File: src/rtl/uart_msg_arbiter_if.sv
// Byte-stream bundle between message requesters, the arbiter and uart_tx.
// master is the arbiter side, slave is the requester/uart side.
interface uart_msg_arbiter_if #(
  parameter int NUM_REQ = 4
);
  logic [8*NUM_REQ-1:0] req_data;
  logic [NUM_REQ-1:0]   req_valid;
  logic [NUM_REQ-1:0]   req_last;
  logic [NUM_REQ-1:0]   req_ready;
  logic [NUM_REQ-1:0]   grant;
  logic [NUM_REQ-1:0]   abort;
  logic                 busy;
  logic [7:0]           tx_data;
  logic                 tx_data_valid;
  logic                 tx_data_ready;

  modport master (
    input  req_data,
    input  req_valid,
    input  req_last,
    output req_ready,
    output grant,
    output abort,
    output busy,
    output tx_data,
    output tx_data_valid,
    input  tx_data_ready
  );

  modport slave (
    output req_data,
    output req_valid,
    output req_last,
    input  req_ready,
    input  grant,
    input  abort,
    input  busy,
    input  tx_data,
    input  tx_data_valid,
    output tx_data_ready
  );
endinterface

File: src/rtl/uart_msg_arbiter.sv
// Round-robin message arbiter: one requester owns uart_tx per message,
// released on its last byte or after a mid-message stall timeout.
module uart_msg_arbiter #(
  parameter int NUM_REQ      = 4,
  parameter int GAP_CYCLES   = 0,
  parameter int STALL_CYCLES = 1024
) (
  input logic            clk,
  input logic            rst_n,
  uart_msg_arbiter_if.master bus
);

  localparam int PW = $clog2(NUM_REQ);
  localparam int SW = $clog2(STALL_CYCLES + 2);
  localparam int GW = $clog2(GAP_CYCLES + 2);
  localparam logic [SW-1:0] STALL_LIM =
    SW'(STALL_CYCLES > 0 ? STALL_CYCLES - 1 : 0);
  localparam logic [GW-1:0] GAP_LIM =
    GW'(GAP_CYCLES > 0 ? GAP_CYCLES - 1 : 0);

  typedef enum logic [1:0] {
    IDLE,
    XFER,
    GAP
  } state_t;

  state_t             state_q, state_d;
  logic [NUM_REQ-1:0] grant_q, grant_d;
  logic [NUM_REQ-1:0] abort_q, abort_d;
  logic [PW-1:0]      gidx_q, gidx_d;
  logic [PW-1:0]      ptr_q, ptr_d;
  logic [7:0]         data_q, data_d;
  logic               vld_q, vld_d;
  logic               last_q, last_d;
  logic [SW-1:0]      stall_q, stall_d;
  logic [GW-1:0]      gap_q, gap_d;

  logic [PW-1:0]      pick;
  logic               found;
  logic [7:0]         sel_data;
  logic               sel_valid;
  logic               sel_last;
  logic               msg_end;

  function automatic logic [PW-1:0] wrap_add(
    input logic [PW-1:0] base,
    input int            off
  );
    int s;
    s = int'(base) + off;
    if (s >= NUM_REQ) s = s - NUM_REQ;
    return PW'(s);
  endfunction

  // first valid requester at or above the pointer, wrapping
  always_comb begin
    pick  = ptr_q;
    found = 1'b0;
    for (int k = 0; k < NUM_REQ; k++) begin
      if (!found && bus.req_valid[wrap_add(ptr_q, k)]) begin
        pick  = wrap_add(ptr_q, k);
        found = 1'b1;
      end
    end
  end

  always_comb begin
    sel_data  = '0;
    sel_valid = 1'b0;
    sel_last  = 1'b0;
    for (int i = 0; i < NUM_REQ; i++) begin
      if (gidx_q == PW'(i)) begin
        sel_data  = bus.req_data[i*8 +: 8];
        sel_valid = bus.req_valid[i];
        sel_last  = bus.req_last[i];
      end
    end
  end

  always_ff @(posedge clk or negedge rst_n) begin
    if (!rst_n) begin
      state_q <= IDLE;
      grant_q <= '0;
      abort_q <= '0;
      gidx_q  <= '0;
      ptr_q   <= '0;
      data_q  <= '0;
      vld_q   <= 1'b0;
      last_q  <= 1'b0;
      stall_q <= '0;
      gap_q   <= '0;
    end else begin
      state_q <= state_d;
      grant_q <= grant_d;
      abort_q <= abort_d;
      gidx_q  <= gidx_d;
      ptr_q   <= ptr_d;
      data_q  <= data_d;
      vld_q   <= vld_d;
      last_q  <= last_d;
      stall_q <= stall_d;
      gap_q   <= gap_d;
    end
  end

  always_comb begin
    state_d = state_q;
    grant_d = grant_q;
    abort_d = '0;
    gidx_d  = gidx_q;
    ptr_d   = ptr_q;
    data_d  = data_q;
    vld_d   = vld_q;
    last_d  = last_q;
    stall_d = stall_q;
    gap_d   = gap_q;
    msg_end = 1'b0;
    unique case (state_q)
      IDLE: begin
        if (found) begin
          grant_d = NUM_REQ'(1) << pick;
          gidx_d  = pick;
          ptr_d   = wrap_add(pick, 1);
          stall_d = '0;
          state_d = XFER;
        end
      end
      XFER: begin
        if (sel_valid && !vld_q) begin
          data_d  = sel_data;
          vld_d   = 1'b1;
          last_d  = sel_last;
          stall_d = '0;
        end else if (vld_q) begin
          // uart backpressure never feeds the stall counter
          if (bus.tx_data_ready) begin
            vld_d   = 1'b0;
            msg_end = last_q;
          end
        end else if (STALL_CYCLES != 0 &&
                     stall_q == STALL_LIM) begin
          abort_d = grant_q;
          msg_end = 1'b1;
        end else begin
          stall_d = stall_q + SW'(1);
        end
        if (msg_end) begin
          grant_d = '0;
          gap_d   = '0;
          state_d = (GAP_CYCLES == 0) ? IDLE : GAP;
        end
      end
      GAP: begin
        if (gap_q == GAP_LIM) state_d = IDLE;
        else gap_d = gap_q + GW'(1);
      end
      default: state_d = IDLE;
    endcase
  end

  assign bus.req_ready =
    (state_q == XFER && !vld_q) ? grant_q : '0;
  assign bus.grant         = grant_q;
  assign bus.abort         = abort_q;
  assign bus.busy          = (state_q != IDLE);
  assign bus.tx_data       = data_q;
  assign bus.tx_data_valid = vld_q;

endmodule

File: src/flat_wrapper.sv
// flat-port wrapper written by rule: the top's interface ports become plain ports
module uart_msg_arbiter_flat 
#(
  parameter int NUM_REQ      = 4,
  parameter int GAP_CYCLES   = 0,
  parameter int STALL_CYCLES = 1024
)
  (clk, rst_n, bus_req_data, bus_req_valid, bus_req_last, bus_req_ready, bus_grant, bus_abort, bus_busy, bus_tx_data, bus_tx_data_valid, bus_tx_data_ready);
  uart_msg_arbiter_if #(.NUM_REQ(NUM_REQ)) bus_i ();
  input logic clk;
  input logic rst_n;
  input wire logic [$bits(bus_i.req_data)-1:0] bus_req_data;
  input wire logic [$bits(bus_i.req_valid)-1:0] bus_req_valid;
  input wire logic [$bits(bus_i.req_last)-1:0] bus_req_last;
  output wire logic [$bits(bus_i.req_ready)-1:0] bus_req_ready;
  output wire logic [$bits(bus_i.grant)-1:0] bus_grant;
  output wire logic [$bits(bus_i.abort)-1:0] bus_abort;
  output wire logic [$bits(bus_i.busy)-1:0] bus_busy;
  output wire logic [$bits(bus_i.tx_data)-1:0] bus_tx_data;
  output wire logic [$bits(bus_i.tx_data_valid)-1:0] bus_tx_data_valid;
  input wire logic [$bits(bus_i.tx_data_ready)-1:0] bus_tx_data_ready;
  assign bus_i.req_data = bus_req_data;
  assign bus_i.req_valid = bus_req_valid;
  assign bus_i.req_last = bus_req_last;
  assign bus_req_ready = bus_i.req_ready;
  assign bus_grant = bus_i.grant;
  assign bus_abort = bus_i.abort;
  assign bus_busy = bus_i.busy;
  assign bus_tx_data = bus_i.tx_data;
  assign bus_tx_data_valid = bus_i.tx_data_valid;
  assign bus_i.tx_data_ready = bus_tx_data_ready;
  uart_msg_arbiter #(.NUM_REQ(NUM_REQ), .GAP_CYCLES(GAP_CYCLES), .STALL_CYCLES(STALL_CYCLES)) u_core (.clk(clk), .rst_n(rst_n), .bus(bus_i));
endmodule
File: config.mk
export PLATFORM = sky130hd
export DESIGN_NAME = uart_msg_arbiter_flat
export DESIGN_NICKNAME = d
export VERILOG_FILES = /design/src/rtl/uart_msg_arbiter_if.sv /design/src/rtl/uart_msg_arbiter.sv /design/src/flat_wrapper.sv
export SDC_FILE = /design/constraint.sdc
export NUM_CORES = 1
export LEC_CHECK = 0
export CORE_MARGIN = 10
export CORE_UTILIZATION = 46
export DETAILED_ROUTE_END_ITERATION = 6
export PLACE_DENSITY = 0.87
export SETUP_SLACK_MARGIN = 0.02
export SLEW_MARGIN = 20
export SYNTH_ARGS = -nofsm -noshare
export SYNTH_HDL_FRONTEND = slang
export SYNTH_SLANG_ARGS = --single-unit
export TNS_END_PERCENT = 1
File: constraint.sdc
create_clock -name clk -period 2.3 [get_ports clk]
set_input_delay 0.46 -clock clk [delete_from_list [all_inputs] [get_ports clk]]
set_output_delay 0.46 -clock clk [all_outputs]
set_load 0.1 [all_outputs]
# Yosys cells after proc, flatten, opt, wreduce, memory -nomap -nowiden
# Index checks and enable logic that the tools add are counted.
# op_classes
add_sub_neg,11
magnitude_cmp,9
n_eq_ne,11
shifts,1
n_mux,61
reduce_logical,20
# op_table
cell,n
$mux W11,4
$mux W8,4
$mux W4,7
$mux W1,26
$mux W2,12
$pmux W11 S2,1
$ge A3 B3 Y1 const B,4
$lt A2 B3 Y1 const B,4
$add A11 B1 Y11 const B,1
$eq A11 B10 Y1 const B,1
$sub A2 B1 Y2 const B,5
$bmux W1 S2,4
$pmux W4 S2,1
$add A2 B1 Y3 const B,2
$add A2 B2 Y3 const B,2
$eq A2 B2 Y1 const B,3
$pmux W2 S3,1
$reduce_and A2 Y1,3
$reduce_and A3 Y1,2
$reduce_bool A2 Y1,3
$logic_and A1 B1 Y1,5
$eq A2 B1 Y1 const B,2
$logic_not A1 Y1,4
$logic_not A2 Y1,2
other kinds (9),10
# totals
register_bits,36
inputBits,43
output_inout_bits,22
word_cells,123

# Depth between registers and ports, before layout
# depth
depth_word,17
mapped_depth,7
mapped_depth_nobuf,7

# Least setup slack after synthesis
# No wires, ideal clock.
# synth_timing
kind,register to output
from,register u_core.state_q[0]
to,output port bus_req_ready[0]
t_arrival_ns,2.287
required_ns,1.840
slack_ns,-0.447
stages_incl_launch_ff,4
path_buffers,1
path_cell_list,dfrtp_1 clkbuf_1 nor2b_1 and2_1
# synth_between
elab_chain_cells,3
# synth_rtl
item,line_no,text
"start, declared",uart_msg_arbiter.sv:27,"state_t state_q, state_d;"
"start signal, assigned",uart_msg_arbiter.sv:93,state_q <= state_d;
$eq A2 B1 Y1,uart_msg_arbiter.sv:162,(state_q == XFER && !vld_q) ? grant_q : '0;
$logic_and A1 B1 Y1,uart_msg_arbiter.sv:162,
$mux W4,uart_msg_arbiter.sv:162,
"end, declared",flat_wrapper.sv:15,output wire logic [$bits(bus_i.req_ready)-1:0] bus_req_ready;
# Every way passes these cells.

# Worst setup path in the final report
# layout_timing
from,input port bus_req_valid[0]
to,register u_core.state_q[0]
# layout_between
elab_chain_cells,14
word_cells_on_any_way,28
cone_classes,eq/ne (2); mux (18); reduce/logical (8)
# layout_rtl
item,line_no,text
"start, declared",flat_wrapper.sv:13,input wire logic [$bits(bus_i.req_valid)-1:0] bus_req_valid;
$bmux W1 S2,uart_msg_arbiter.sv:60,"if (!found && bus.req_valid[wrap_add(ptr_q, k)]) begin"
$mux W1 (implied by the code),uart_msg_arbiter.sv:60,
$mux W1,uart_msg_arbiter.sv:60,
$logic_not A1 Y1,uart_msg_arbiter.sv:60,
$logic_and A1 B1 Y1,uart_msg_arbiter.sv:60,
$mux W1,uart_msg_arbiter.sv:60,
$logic_not A1 Y1,uart_msg_arbiter.sv:60,
$logic_and A1 B1 Y1,uart_msg_arbiter.sv:60,
$mux W1,uart_msg_arbiter.sv:60,
$logic_not A1 Y1,uart_msg_arbiter.sv:60,
$logic_and A1 B1 Y1,uart_msg_arbiter.sv:60,
$mux W1,uart_msg_arbiter.sv:60,
$ne A2 B1 Y1 (no source line),-,
$reduce_and A3 Y1 (no source line) *,-,
# Mark *: on every way between the ends. The rest lies on a longest branch, timed or not. The select of a mux whose other input is x is not followed.
# A chain may end at the register's enable or synchronous reset.

==> results by group <==
Status
  – Outcome: finished, final reports clean

Route
  – Final WL: about 5400 µm
  – DR DRC count: 0
  – DRT antenna net count: 0
  – DR iter-0 viols: between 100 and 150
  – Via count: around 1,700
  – Via-to-Cell Ratio: 5.68
  – Initial DRT Pass Iterations: 6
  – Mean routed wirelength per cell: between 15 and 20 µm

Place
  – Port buffer count: 64
  – Detailed Place HPWL: ~4300 µm
  – Gpl congestion: about 0.85

Worst setup path
  – Crit-path max cell delay: 0.49 ns
  – Reg2Reg Depth: 5
  – Setup slack, reg-to-reg: roughly 0.3 ns
  – Delay-heaviest family, CP: simple AND/OR/NAND/NOR gates
  – Crit path max fanout: 5
  – Crit-path cells: clkdlybuf4s50_1 -> mux4_2 -> or4_1 -> o31a_1 -> or2_1
  – Reg-to-Reg End: u_core.state_q[0]
  – Req. time, crit path: between 2 and 2.5 ns
  – Critical Path Sink Type: flop
  – CP Class: primary input to flop
  – Slowest-stage cell, CP: mux4_2
  – CP Buf/Inv Count: 1
  – Crit path DAT: ~2.4 ns
  – CP startpoint kind: primary input
  – R2r startpoint: u_core.stall_q[1]

Timing
  – Part of the cycle the worst path needs: between 90% and 100%
  – Worst Skew: about 0.0047 ns
  – RSZ-0062 raised after global routing: no
  – Worst Tran Pin Value: 0.541 ns
  – Tmin final: around 2.2 ns
  – Fin. max-slew vios: 0
  – F_max: ~0.46 GHz
  – Setup-failing EPs final: 0
  – Setup TNS: 0 ns
  – Slew headroom: a little under two thirds
  – Final hold viol count: 0

Clocking
  – CTS tree: yes
  – Num CTS Buffers: 5
  – Postcts setup bufs: 0
  – Clk root buf: clkbuf_8
  – Number of H-tree levels: 2
  – Clk slew on worst S/H paths: about 0.070 ns
  – Clock tree buffer depth: 2
  – Hold Buf Count CTS: 0
  – Sink Count: 34
  – Worst-Skew Late Latency: slightly below 0.3 ns
  – # resized after CTS: 0

Finish
  – Area growth from synthesis to layout: 45.5%
  – Multi-input combinational cell area: between 1000 and 1500 µm²
  – Final layout net count: 300
  – Register area: roughly 850 µm²
  – Diode count: 0
  – Layout cells sized above 1: between 20% and 30%
  – Fillcell total: 271

Floorplan
  – Num rows: 23
  – Die Width: around 85 µm
  – Die area: approximately 7200 µm²
  – Io pins: 65
  – Initial Utilization: 48.1%
  – Core area: 4060 µm²
  – Die height: between 80 and 90 µm

Logic synthesis
  – Sequential share of the synthesized area: 43.6%
  – Post-synth EDFFs: 0
  – Post-synthesis async set-or-reset flop share: 100%
  – Synth cell count leaders: dfrtp_1 (34), nand2_1 (13), mux2_2 (12)
  – Syn_nets: roughly 220
  – Synth Area per Inst: around 11 µm²
  – Ys flop type: dfrtp_1
  – Synth area leaders: dfrtp_1 (44%), mux4_2 (12%), mux2_2 (6.9%)
  – Synth Warn #: 0
  – Top-count cell post-synth: dfrtp_1
  – Mapped Area: between 1500 and 2000 µm²
  – Unique cell type count in the Yosys netlist: between 40 and 50
  – Cell count after synthesis: about 170
  – Post-synth top area share: a little over two fifths
  – Synth Register Bits: 34
  – Post-synth top area cell: dfrtp_1

Global route
  – Vias in the first global route: around 1,800
  – Overflow after GRT: 0
  – GR Util All Layers: about 15%
  – Initial antenna violation count: 0
  – First-pass GRT wire length: 8910 µm
  – Largest net degree at the start of global routing: 35

Pwr
  – Cell Pwr Density: roughly 1400 nW/µm²
  – Leak: about 1.3 nW
  – Peak supply drop: around 930 µV
  – PnR Total Power: roughly 3.9 mW

Min path
  – Hold path endpoint: u_core.bus.tx_data[5]
  – HP Class: flop to flop
  – Hold_sp: u_core.bus.tx_data[5]
  – WHS Path Cells: 1

Run
  – Reported max-cap violation count: 0
-- worst register-to-register path: stages (launching register included) --
cell and delay, ns:
dfrtp_1 0.40, ha_1 0.21, nand3_1 0.18, or4_1 0.57
o31a_1 0.31, or2_1 0.22
-- registers in the layout, summed over array words and instances (netlist names) --
signal                    flops
u_core.bus.tx_data_valid      1
u_core.last_q                 1
u_core.state_q                1
u_core.bus.abort              4
u_core.stall_q               11
u_core.bus.grant              4
u_core.gidx_q                 2
u_core.ptr_q                  2
u_core.bus.tx_data            8
-- stage by stage --
step | area [µm²] | hold WS [ns] | util, % | std cells | worst slack (ns)
after detailed placement | 2750 | 0.494 | 67.7 | 295 | -0.171
after global placement | 2750 | 0.490 | 67.7 | 295 | -0.0967
after global routing | 2840 | 0.527 | 70.0 | 303 | 0.0418
after CTS | 2840 | 0.510 | 70.0 | 303 | 0.141
final | 2840 | 0.512 | 70.0 | 303 | 0.120
after floorplan | 1960 | 0.164 | - | 173 | 0.0609
-- final cells by class --
type / count / area share, %
clock buffer: 7 / 3.04
clock inverter: 1 / 0.176
inverter: 7 / 0.925
multi-input combinational: 126 / 37.1
sequential: 34 / 30.0
tap: 50 / 2.20
timing repair buffer: 78 / 26.5
-- cell families (layout without fill, tap and decap cells) --
family,after synthesis,after routing,synth area share (%)
multiplexers,28,28,21.5
flip-flops,34,34,43.6
AO/OA/AOI/OAI,32,32,11.6
adder cells (fa/ha/maj),5,5,3.21
AND/OR/NAND/NOR,61,61,17.4
buffers and inverters,13,93,2.63
-- report_power, final --
group          internal (mW)  switching (mW)  leakage (nW)
combinational          0.862            1.60         0.768
sequential             0.780           0.173         0.437
clock                  0.241           0.214        0.0482
-- worst max-delay path by stage --
stage | start | to | slack (ns) | cells after the start
2_1_floorplan | u_core.bus.tx_data_valid | u_core.stall_q[4] | 0.06 | 4
3_5_place_dp | bus_req_valid[0] | u_core.state_q[0] | -0.17 | 5
6_report | bus_req_valid[0] | u_core.state_q[0] | 0.12 | 5
5_1_grt | bus_req_valid[2] | u_core.stall_q[6] | 0.04 | 7
3_3_place_gp | bus_req_valid[3] | u_core.state_q[0] | -0.1 | 5
4_1_cts | bus_req_valid[0] | u_core.state_q[0] | 0.14 | 5
-- placed cells by master (no fill, tap or decap), types with 7 or more instances in the layout --
cell,netlist,layout
buf_4,0,31
nand2_1,13,13
mux4_2,10,10
o21ai_0,7,7
dfrtp_1,34,33
and2_1,11,7
clkdlybuf4s50_1,0,42
mux2_2,12,12
inv_1,7,7
-- layer usage --
layer / GRT usage [%] / part of all wire (%) / up-vias
li1: - / - / 814
met1: 16.1 / 38 / 836
met2: 25.3 / 52 / 58
met3: 6.69 / 7.7 / 14
met4: 5.69 / 2.4 / 0
met5: 0 / 0 / -
Power figures use the tool's default switching activity.
